$ cat src/rtl/ahb_lite_mem_slave_pkg.sv
// Shared AHB-Lite definitions: transfer types, response codes, sizes.
// Imported by the mem slave, its bus interface and the bench.
package ahb_pkg;

  typedef enum logic [1:0] {
    HTRANS_IDLE   = 2'd0,
    HTRANS_BUSY   = 2'd1,
    HTRANS_NONSEQ = 2'd2,
    HTRANS_SEQ    = 2'd3
  } htrans_t;

  localparam logic       HRESP_OKAY  = 1'b0;
  localparam logic       HRESP_ERROR = 1'b1;
  localparam logic [2:0] HSIZE_BYTE  = 3'b000;

endpackage

$ cat src/rtl/ahb_lite_mem_slave_if.sv
// AHB-Lite bus bundle: master drives address/control/wdata/hready,
// slave returns hreadyout/hrdata/hresp.
interface ahb_lite_mem_slave_if #(
  parameter int ADDR_LENGTH = 8
);

  logic                   hsel;
  logic [ADDR_LENGTH-1:0] haddr;
  logic [1:0]             htrans;
  logic                   hwrite;
  logic [2:0]             hsize;
  logic [2:0]             hburst;
  logic [3:0]             hprot;
  logic [7:0]             hwdata;
  logic                   hready;
  logic                   hreadyout;
  logic [7:0]             hrdata;
  logic                   hresp;

  modport master (
    output hsel, haddr, htrans, hwrite,
    output hsize, hburst, hprot, hwdata,
    input  hready, hreadyout, hrdata, hresp
  );

  modport slave (
    input  hsel, haddr, htrans, hwrite,
    input  hsize, hburst, hprot, hwdata,
    input  hready,
    output hreadyout, hrdata, hresp
  );

endinterface

$ cat src/rtl/ahb_lite_mem_slave.sv
// AHB-Lite byte-memory responder with programmable wait states and ERROR.
// Ports: clk, rst_n (async, active-low), io_ahb (slave modport).
module ahb_lite_mem_slave
  import ahb_pkg::*;
#(
  parameter int WAIT_STATES = 1,
  parameter int MEM_DEPTH   = 16,
  parameter int ADDR_LENGTH = 8
) (
  input  logic                 clk,
  input  logic                 rst_n,
  ahb_lite_mem_slave_if.slave  io_ahb
);

  localparam int AW =
    (MEM_DEPTH > 1) ? $clog2(MEM_DEPTH) : 1;
  localparam logic [ADDR_LENGTH:0] LP_DEPTH =
    (ADDR_LENGTH+1)'(MEM_DEPTH);
  localparam logic [2:0] LP_WLOAD =
    3'((WAIT_STATES > 0) ? WAIT_STATES - 1 : 0);

  typedef enum logic [2:0] {
    ST_IDLE,
    ST_WAIT,
    ST_DATA,
    ST_ERR1,
    ST_ERR2
  } state_t;

  state_t        r_state;
  state_t        w_state_nxt;
  logic [2:0]    r_cnt;
  logic [2:0]    w_cnt_nxt;
  logic [AW-1:0] r_idx;
  logic          r_write;
  logic [7:0]    r_mem [MEM_DEPTH];

  logic w_open;
  logic w_accept;
  logic w_err;
  logic w_commit;
  logic w_unused;

  // New address phases are only taken in cycles that end a data phase.
  assign w_open = (r_state == ST_IDLE)
                | (r_state == ST_DATA)
                | (r_state == ST_ERR2);

  assign w_accept = w_open & io_ahb.hsel
                  & io_ahb.htrans[1] & io_ahb.hready;

  assign w_err = ({1'b0, io_ahb.haddr} >= LP_DEPTH)
               | (io_ahb.hsize != HSIZE_BYTE);

  assign w_commit = (r_state == ST_DATA) & r_write;

  assign w_unused = ^{io_ahb.hburst, io_ahb.hprot};

  always_comb begin
    w_state_nxt = r_state;
    w_cnt_nxt   = r_cnt;
    unique case (r_state)
      ST_WAIT: begin
        if (r_cnt == 3'd0) w_state_nxt = ST_DATA;
        else               w_cnt_nxt   = r_cnt - 3'd1;
      end
      ST_ERR1: w_state_nxt = ST_ERR2;
      default: w_state_nxt = ST_IDLE;
    endcase
    if (w_accept) begin
      if (w_err) begin
        w_state_nxt = ST_ERR1;
      end else if (WAIT_STATES > 0) begin
        w_state_nxt = ST_WAIT;
        w_cnt_nxt   = LP_WLOAD;
      end else begin
        w_state_nxt = ST_DATA;
      end
    end
  end

  always_ff @(posedge clk or negedge rst_n) begin
    if (!rst_n) begin
      r_state <= ST_IDLE;
      r_cnt   <= 3'd0;
      r_idx   <= '0;
      r_write <= 1'b0;
    end else begin
      r_state <= w_state_nxt;
      r_cnt   <= w_cnt_nxt;
      if (w_accept) begin
        r_idx   <= io_ahb.haddr[AW-1:0];
        r_write <= io_ahb.hwrite;
      end
    end
  end

  always_ff @(posedge clk or negedge rst_n) begin
    if (!rst_n) begin
      for (int i = 0; i < MEM_DEPTH; i++) r_mem[i] <= 8'h00;
    end else if (w_commit) begin
      r_mem[r_idx] <= io_ahb.hwdata;
    end
  end

  assign io_ahb.hreadyout = ~((r_state == ST_WAIT)
                            | (r_state == ST_ERR1));

  assign io_ahb.hresp =
    ((r_state == ST_ERR1) | (r_state == ST_ERR2))
      ? HRESP_ERROR : HRESP_OKAY;

  // Combinational read lets a read right after a write see the new byte.
  assign io_ahb.hrdata =
    ((r_state == ST_DATA) & ~r_write) ? r_mem[r_idx] : 8'h00;

endmodule

$ cat src/flat_wrapper.sv
// flat-port wrapper written by rule: the top's interface ports become plain ports
module ahb_lite_mem_slave_flat import ahb_pkg::*;
#(
  parameter int WAIT_STATES = 1,
  parameter int MEM_DEPTH   = 16,
  parameter int ADDR_LENGTH = 8
)
  (clk, rst_n, io_ahb_hsel, io_ahb_haddr, io_ahb_htrans, io_ahb_hwrite, io_ahb_hsize, io_ahb_hburst, io_ahb_hprot, io_ahb_hwdata, io_ahb_hready, io_ahb_hreadyout, io_ahb_hrdata, io_ahb_hresp);
  ahb_lite_mem_slave_if #(.ADDR_LENGTH(ADDR_LENGTH)) io_ahb_i ();
  input  logic clk;
  input  logic rst_n;
  input wire logic [$bits(io_ahb_i.hsel)-1:0] io_ahb_hsel;
  input wire logic [$bits(io_ahb_i.haddr)-1:0] io_ahb_haddr;
  input wire logic [$bits(io_ahb_i.htrans)-1:0] io_ahb_htrans;
  input wire logic [$bits(io_ahb_i.hwrite)-1:0] io_ahb_hwrite;
  input wire logic [$bits(io_ahb_i.hsize)-1:0] io_ahb_hsize;
  input wire logic [$bits(io_ahb_i.hburst)-1:0] io_ahb_hburst;
  input wire logic [$bits(io_ahb_i.hprot)-1:0] io_ahb_hprot;
  input wire logic [$bits(io_ahb_i.hwdata)-1:0] io_ahb_hwdata;
  input wire logic [$bits(io_ahb_i.hready)-1:0] io_ahb_hready;
  output wire logic [$bits(io_ahb_i.hreadyout)-1:0] io_ahb_hreadyout;
  output wire logic [$bits(io_ahb_i.hrdata)-1:0] io_ahb_hrdata;
  output wire logic [$bits(io_ahb_i.hresp)-1:0] io_ahb_hresp;
  assign io_ahb_i.hsel = io_ahb_hsel;
  assign io_ahb_i.haddr = io_ahb_haddr;
  assign io_ahb_i.htrans = io_ahb_htrans;
  assign io_ahb_i.hwrite = io_ahb_hwrite;
  assign io_ahb_i.hsize = io_ahb_hsize;
  assign io_ahb_i.hburst = io_ahb_hburst;
  assign io_ahb_i.hprot = io_ahb_hprot;
  assign io_ahb_i.hwdata = io_ahb_hwdata;
  assign io_ahb_i.hready = io_ahb_hready;
  assign io_ahb_hreadyout = io_ahb_i.hreadyout;
  assign io_ahb_hrdata = io_ahb_i.hrdata;
  assign io_ahb_hresp = io_ahb_i.hresp;
  ahb_lite_mem_slave #(.WAIT_STATES(WAIT_STATES), .MEM_DEPTH(MEM_DEPTH), .ADDR_LENGTH(ADDR_LENGTH)) u_core (.clk(clk), .rst_n(rst_n), .io_ahb(io_ahb_i));
endmodule
$ cat config.mk
export PLATFORM = sky130hd
export DESIGN_NAME = ahb_lite_mem_slave_flat
export DESIGN_NICKNAME = d
export VERILOG_FILES = /design/src/rtl/ahb_lite_mem_slave_pkg.sv /design/src/rtl/ahb_lite_mem_slave_if.sv /design/src/rtl/ahb_lite_mem_slave.sv /design/src/flat_wrapper.sv
export SDC_FILE = /design/constraint.sdc
export NUM_CORES = 1
export LEC_CHECK = 0
export CAP_MARGIN = 10
export CELL_PAD_IN_SITES_DETAIL_PLACEMENT = 1
export CELL_PAD_IN_SITES_GLOBAL_PLACEMENT = 2
export CORE_ASPECT_RATIO = 0.7
export CORE_UTILIZATION = 51
export CTS_CLUSTER_DIAMETER = 30
export DETAILED_ROUTE_END_ITERATION = 6
export DONT_BUFFER_PORTS = 1
export PLACE_DENSITY = 0.95
export SLEW_MARGIN = 20
export SYNTH_ARGS = -nofsm -noshare
export SYNTH_HDL_FRONTEND = slang
export SYNTH_SLANG_ARGS = --single-unit
$ cat constraint.sdc
create_clock -name clk -period 2.9 [get_ports clk]
set_input_delay 0 -clock clk [delete_from_list [all_inputs] [get_ports clk]]
set_output_delay 0 -clock clk [all_outputs]
set_load 0.02 [all_outputs]
==> results.json, run 1 <==
{
  "ys_ff_latch": 139,
  "design_area_um2": 7510,
  "grtUsageMet3_pct": 6.65,
  "initial_core_util_pct": 52.9,
  "nFillCells": 1162,
  "slowest_stage": "nor2b_1",
  "clk_latency_ps": 440,
  "grt.overflow.total": 0,
  "fin_crit_sh_pct": 93.9,
  "path_class": "register to output pin",
  "nets": 474,
  "yosysSeqAreaShare_pct": 52.4,
  "dp_cells": 564,
  "rr_worst_depth": 3,
  "finalNonFillerCells": 614,
  "drive_above_1_share_pct": 52.4,
  "gr-usage-all-layers_pct": 25.6,
  "synthFlopType": "dfrtp_1",
  "fp-row-count": 34,
  "via_per_inst": 6.10,
  "seqCellArea_um2": 3480,
  "area_delta_synth_final_pct": 13.1,
  "status": "finished with violations",
  "h-tree-depth": 4,
  "startpoint_type": "register",
  "crit_chain": "nor3b_4 -> nor2b_1 -> o21ai_0 -> a21oi_1",
  "yosys.cell_types.count": 38,
  "die_w_um": 138,
  "postRouteAntennaNets": 0,
  "critPathLaunch": "u_core.r_state[2]",
  "grtUsageMet1_pct": 33.3,
  "async_reset_ff_share_pct": 100,
  "hold_viol_final": 139,
  "drt_iter0_markers": 172,
  "skew_ps": 8.50,
  "grt_pass1_wl_mm": 25.0,
  "synthCells": 419,
  "worstPathMaxFanout": 8,
  "holdCritPathClass": "input port to async pin",
  "coreArea_um2": 12500,
  "tightest_slew_ps": 792,
  "setup_tns_ps": 0,
  "grt_max_degree": 140,
  "setup_violations": 0,
  "timing.rr.start": "u_core.r_idx[1]",
  "cts_tree": "built",
  "power_density_nw_per_um2": 1050,
  "dp_hpwl_mm": 9.41,
  "pin_count": 43,
  "failed_checks": "DRC, hold timing",
  "relSlewSlack_pct": 47.2,
  "syn_nets": 454,
  "cts_setup_buffers": 0,
  "grt.busiest_layer": "met2",
  "synth-edff-count": 0,
  "vdd_ir_drop_max_v": 0.000524,
  "clockBufferDepth": 2,
  "grt_pass1_vias": 4273,
  "period_minus_slack_ps": 2720,
  "firstDrtPassIters": 6,
  "syn_area_um2": 6640,
  "arrival_ps": 2720,
  "dpl_cell_area_um2": 6700,
  "synth.avg_cell_area_um2": 15.8,
  "wl_per_cell_um": 24.7,
  "max_stage_delay_ps": 600,
  "vias": 3745,
  "postCtsResizedCells": 0,
  "multi_input_area_um2": 2920,
  "gp_congestion": 0.712,
  "yosysWarnings": 0,
  "crit_required_ps": 2900,
  "numCtsBuffers": 17,
  "clkTransAtPathRegs_ps": 60,
  "hold_ws_ps": -747,
  "cellLeakagePower_nw": 3.34,
  "io_buffer_count": 0,
  "drc": 6,
  "antenna_found_initial": 0,
  "max_freq_mhz": 367,
  "die_h_um": 97.5,
  "dieArea_um2": 13500,
  "final-max-slew-violation-count": 0,
  "cts.sinks": 139,
  "wirelength_mm": 15.2,
  "cap_violations": 0,
  "rsz0062_at_grt": "false",
  "ctsHoldBuffers": 18,
  "n_antenna_cell": 0,
  "ctsRootBufferMaster": "clkbuf_16",
  "cp-end-kind": "output pin",
  "grt_use_met2_pct": 40.3
}
==> synth_stat cells, types with 2 or more instances <==
library cell | instances | share of area, %
clkbuf_1 | 2 | 0.11
nand2_4 | 6 | 1.0
buf_6 | 5 | 0.85
nand3_4 | 2 | 0.53
mux2_2 | 141 | 24
dlygate4sd1_1 | 8 | 1.1
nor2_1 | 5 | 0.28
nor3_4 | 2 | 0.49
dfrtp_1 | 139 | 52
nand2b_1 | 3 | 0.28
a21oi_1 | 11 | 0.83
o21ai_0 | 9 | 0.68
nor2b_1 | 3 | 0.28
nor2_2 | 6 | 0.57
ha_1 | 2 | 0.38
mux4_2 | 32 | 11
buf_2 | 5 | 0.38
clkbuf_8 | 3 | 0.62
inv_1 | 4 | 0.23
nand2_1 | 6 | 0.34
mux2i_1 | 8 | 1.2
==> sequential cells by signal, indices dropped and copies added, names as in the netlist <==
name and count:
u_core.r_cnt 3, u_core.r_idx 4, u_core.r_mem 128, u_core.r_state 3
u_core.r_write 1
==> critical path, delay by kind of cell (launching register included) <==
kind               cells  cell delay, ps
and+or+nand+nor        2            1010
AOI/OAI and AO/OA      2             810
DFF                    1             450
==> path summary, 6_finish.rpt <==
check	to	slack [ps]
setup / recovery	io_ahb_hrdata[7]	180
hold / removal	u_core.r_mem[48]	-750
setup reg to reg	u_core.r_mem[3]	650
hold reg to reg	u_core.r_mem[91]	500
max in group asynchronous	u_core.r_mem[87]	3390
min in group clk	u_core.r_idx[1]	260
==> final cells by class <==
type / instances / area share [%]
Tap cell: 162 / 2.70
Clock inverter: 14 / 2.58
Multi-Input combinational cell: 251 / 38.9
Clock buffer: 18 / 5.85
Timing Repair Buffer: 26 / 3.37
Sequential cell: 139 / 46.4
Inverter: 4 / 0.200
==> power by group <==
part	internal (mW)	leakage [nW]	switching [mW]
clock network	1.46	0.307	0.883
registers	2.67	1.76	0.619
logic	1.40	1.27	0.875
==> layout by cell type, fill, tap and decap left out, drive strengths merged <==
cell and instances:
a21o 2, a21oi 11, and4b 1, and4bb 1
buf 8, bufinv 4, clkbuf 18, clkinv 6
clkinvlp 2, dfrtp 139, dlygate4sd3 18, ha 2
inv 6, mux2 141, mux2i 8, mux4 32
nand2 12, nand2b 3, nand3 2, nand3b 1
nand4 1, nand4b 2, nor2 11, nor2b 3
nor3 3, nor3b 2, nor4 1, o21ai 9
or2 1, or3 1, xnor2 1
==> metal layers <==
| layer | share of wire, % | vias to the layer above |
|---|---|---|
| li1 | - | 1602 |
| met1 | 45 | 2039 |
| met2 | 49 | 78 |
| met3 | 4.4 | 26 |
| met4 | 2.2 | 0 |
| met5 | 0 | - |
==> stage by stage <==
step	util [%]	worst slack, ps	hold slack [ps]	power [mW]
after floorplan	-	1190	-296	5.04
after global placement	53.4	765	-292	5.33
after detailed placement	53.4	696	-293	5.54
after CTS	59.8	192	-764	7.98
after global routing	59.8	81.6	-761	8.31
final	59.8	177	-747	7.91
==> cell families (layout without fill, tap and decap cells) <==
kind of cell / Yosys count / after routing / synth area share [%]
fa+ha+maj: 2 / 2 / 0.377
simple gates: 45 / 45 / 5.80
buf+inv: 29 / 62 / 3.58
xor+xnor: 1 / 1 / 0.132
flops: 139 / 139 / 52.4
mux: 181 / 181 / 36.0
compound gates: 22 / 22 / 1.75
Power figures use the tool's default switching activity.
==> inputs of run 2 (changes only) <==
==> constraint.sdc (replaced) <==
create_clock -name clk -period 2.9 [get_ports clk]
set_input_delay 0 -clock clk [delete_from_list [all_inputs] [get_ports clk]]
set_output_delay 0 -clock clk [all_outputs]
set_load 0.05 [all_outputs]
==> run 2 against run 1 <==
  * The run still ends with DRC, hold timing left
  * Clock power decreased by 15%
  * Worst setup slack improved by 33 ps
  * Design area about the same
  * Maximum frequency increased by 1.2%
  * Wire length decreased by 3.1%
  * Combinational power increased by 4%
  * Cell count increased by 1.5%
  * Critical path depth increased by 1
  * Via count decreased by 1.2%
  * Critical endpoint is now io_ahb_hrdata[6]
  * Largest cell class unchanged
  * Highest routed layer unchanged
==> results.json, run 2 (synthesis results as in run 1) <==
{
  "cts.sinks": 139,
  "nFillCells": 1124,
  "grt_pass1_vias": 4271,
  "slowest_stage": "nor2b_1",
  "arrival_ps": 2690,
  "wl_per_cell_um": 23.6,
  "ctsRootBufferMaster": "clkbuf_16",
  "largestRegisters": "u_core.r_mem: 128 flops, u_core.r_idx: 4 flops",
  "cts_tree": "built",
  "largest_register": "u_core.r_mem",
  "clk_latency_ps": 420,
  "crit_chain": "nor3b_4 -> nor2b_1 -> o21ai_0 -> a21oi_1 -> buf_4",
  "startpoint_type": "register",
  "power_density_nw_per_um2": 1020,
  "firstDrtPassIters": 6,
  "period_minus_slack_ps": 2690,
  "wl_met1_mm": 6.67,
  "die_h_um": 97.5,
  "dieArea_um2": 13500,
  "setup_tns_ps": 0,
  "ctsHoldBuffers": 18,
  "die_w_um": 138,
  "n_antenna_cell": 0,
  "pin_count": 43,
  "numCtsBuffers": 17,
  "multi_input_area_um2": 2920,
  "clkTransAtPathRegs_ps": 60,
  "via_per_inst": 5.94,
  "rsz0062_at_grt": "false",
  "final_cell_mix": "mux2_2 (141), dfrtp_1 (136), mux4_2 (32), dlygate4sd3_1 (18), clkbuf_16 (17)",
  "final-max-slew-violation-count": 0,
  "tightest_slew_ps": 713,
  "crit_required_ps": 2900,
  "vias": 3700,
  "fin_crit_sh_pct": 92.8,
  "relSlewSlack_pct": 52.4,
  "dp_hpwl_mm": 9.20,
  "io_buffer_count": 0,
  "drive_above_1_share_pct": 53.4,
  "path_class": "register to output pin",
  "drt_iter0_markers": 148,
  "max_freq_mhz": 372,
  "postRouteAntennaNets": 0,
  "p_total_mw": 7.65,
  "drc": 6,
  "nets": 483,
  "grt_max_degree": 140,
  "max_stage_delay_ps": 640,
  "gp_congestion": 0.723,
  "gr-usage-all-layers_pct": 24.4,
  "area_delta_synth_final_pct": 13.1,
  "cap_violations": 0,
  "failed_checks": "DRC, hold timing",
  "grt.overflow.total": 0,
  "top_layer_used": "met4",
  "seqCellArea_um2": 3480,
  "initial_core_util_pct": 52.9,
  "crit_family": "simple AND/OR/NAND/NOR gates",
  "status": "finished with violations",
  "worstPathMaxFanout": 8,
  "cp-end-kind": "output pin",
  "cts_setup_buffers": 0,
  "layout_commonest_cell": "mux2_2",
  "antenna_found_initial": 0,
  "fp-row-count": 34,
  "holdCritPathClass": "input port to async pin",
  "clockBufferDepth": 2,
  "wl_met2_mm": 7.49,
  "wirelength_mm": 14.7,
  "h-tree-depth": 4,
  "hold_viol_final": 139,
  "skew_ps": 9.77,
  "met3_length_um": 404,
  "grt_pass1_wl_mm": 24.3,
  "largest_reg_flops": 128,
  "vdd_ir_drop_max_v": 0.000502,
  "setup_violations": 0,
  "cellLeakagePower_nw": 3.34,
  "worst-path-buf-inv": 1,
  "coreArea_um2": 12500,
  "hold_ws_ps": -730
}
## run 2: cell count changes in the layout (fill, tap and decap cells not counted), sizes merged
cell      change
clkbuf        +1
bufinv        -4
clkinv        -1
clkinvlp      +4
buf           +9
## run 2: worst reg2reg max path, cell delays in order (launching register included)
cell and delay (ps):
dfrtp_1 440, nor3b_4 410, and4b_1 540, nand3_4 250
mux2_2 350
## run 2: through the flow
stage | area, µm² | util, % | setup slack (ps) | hold slack, ps | std cells
6_report | 7510 | 59.8 | 210 | -730 | 623
5_1_grt | 7510 | 59.8 | 93.1 | -751 | 623
4_1_cts | 7500 | 59.8 | 83.7 | -748 | 623
3_5_place_dp | 6780 | 54.0 | 630 | -293 | 573
3_3_place_gp | 6780 | 54.0 | 691 | -292 | 573
2_1_floorplan | 6640 | - | 929 | -296 | 419
## run 2: area by class of cell
type,count,area share (%)
tap,162,2.70
clock inverter,13,1.27
sequential,139,46.4
inverter,4,0.200
timing repair buffer,35,4.43
multi-input combinational,251,38.9
clock buffer,19,6.03
## run 2: timing repair
action / CTS / global route
endpoints found under the hold margin: 277 / 139
endpoints found under the setup margin: 0 / 1
resized for setup: 0 / 1
## run 2: worst paths after layout
path                                   startpoint                to  slack [ps]  cells after the start
max in group asynchronous                   rst_n  u_core.r_mem[35]        3430                      0
min in group clk                  io_ahb_haddr[1]   u_core.r_idx[1]         280                      2
worst max register to register  u_core.r_state[2]  u_core.r_mem[15]         790                      4
worst min register to register   u_core.r_mem[48]  u_core.r_mem[48]         500                      1
worst min-delay path                        rst_n   u_core.r_idx[1]        -730                      0
worst max-delay path            u_core.r_state[2]  io_ahb_hrdata[6]         210                      5
## run 2: power breakdown
part	total (mW)	internal [mW]	switching (mW)	leakage, nW
Sequential	3.29	2.68	0.612	1.76
Combinational	2.36	1.43	0.923	1.33
Clock	2.00	1.14	0.863	0.254
## run 2: routing by layer
| metal | up-vias | GRT usage (%) |
|---|---|---|
| li1 | 1619 | - |
| met1 | 2012 | 32.3 |
| met2 | 56 | 40.4 |
| met3 | 13 | 5.47 |
| met4 | 0 | 6.91 |
| met5 | - | 0 |
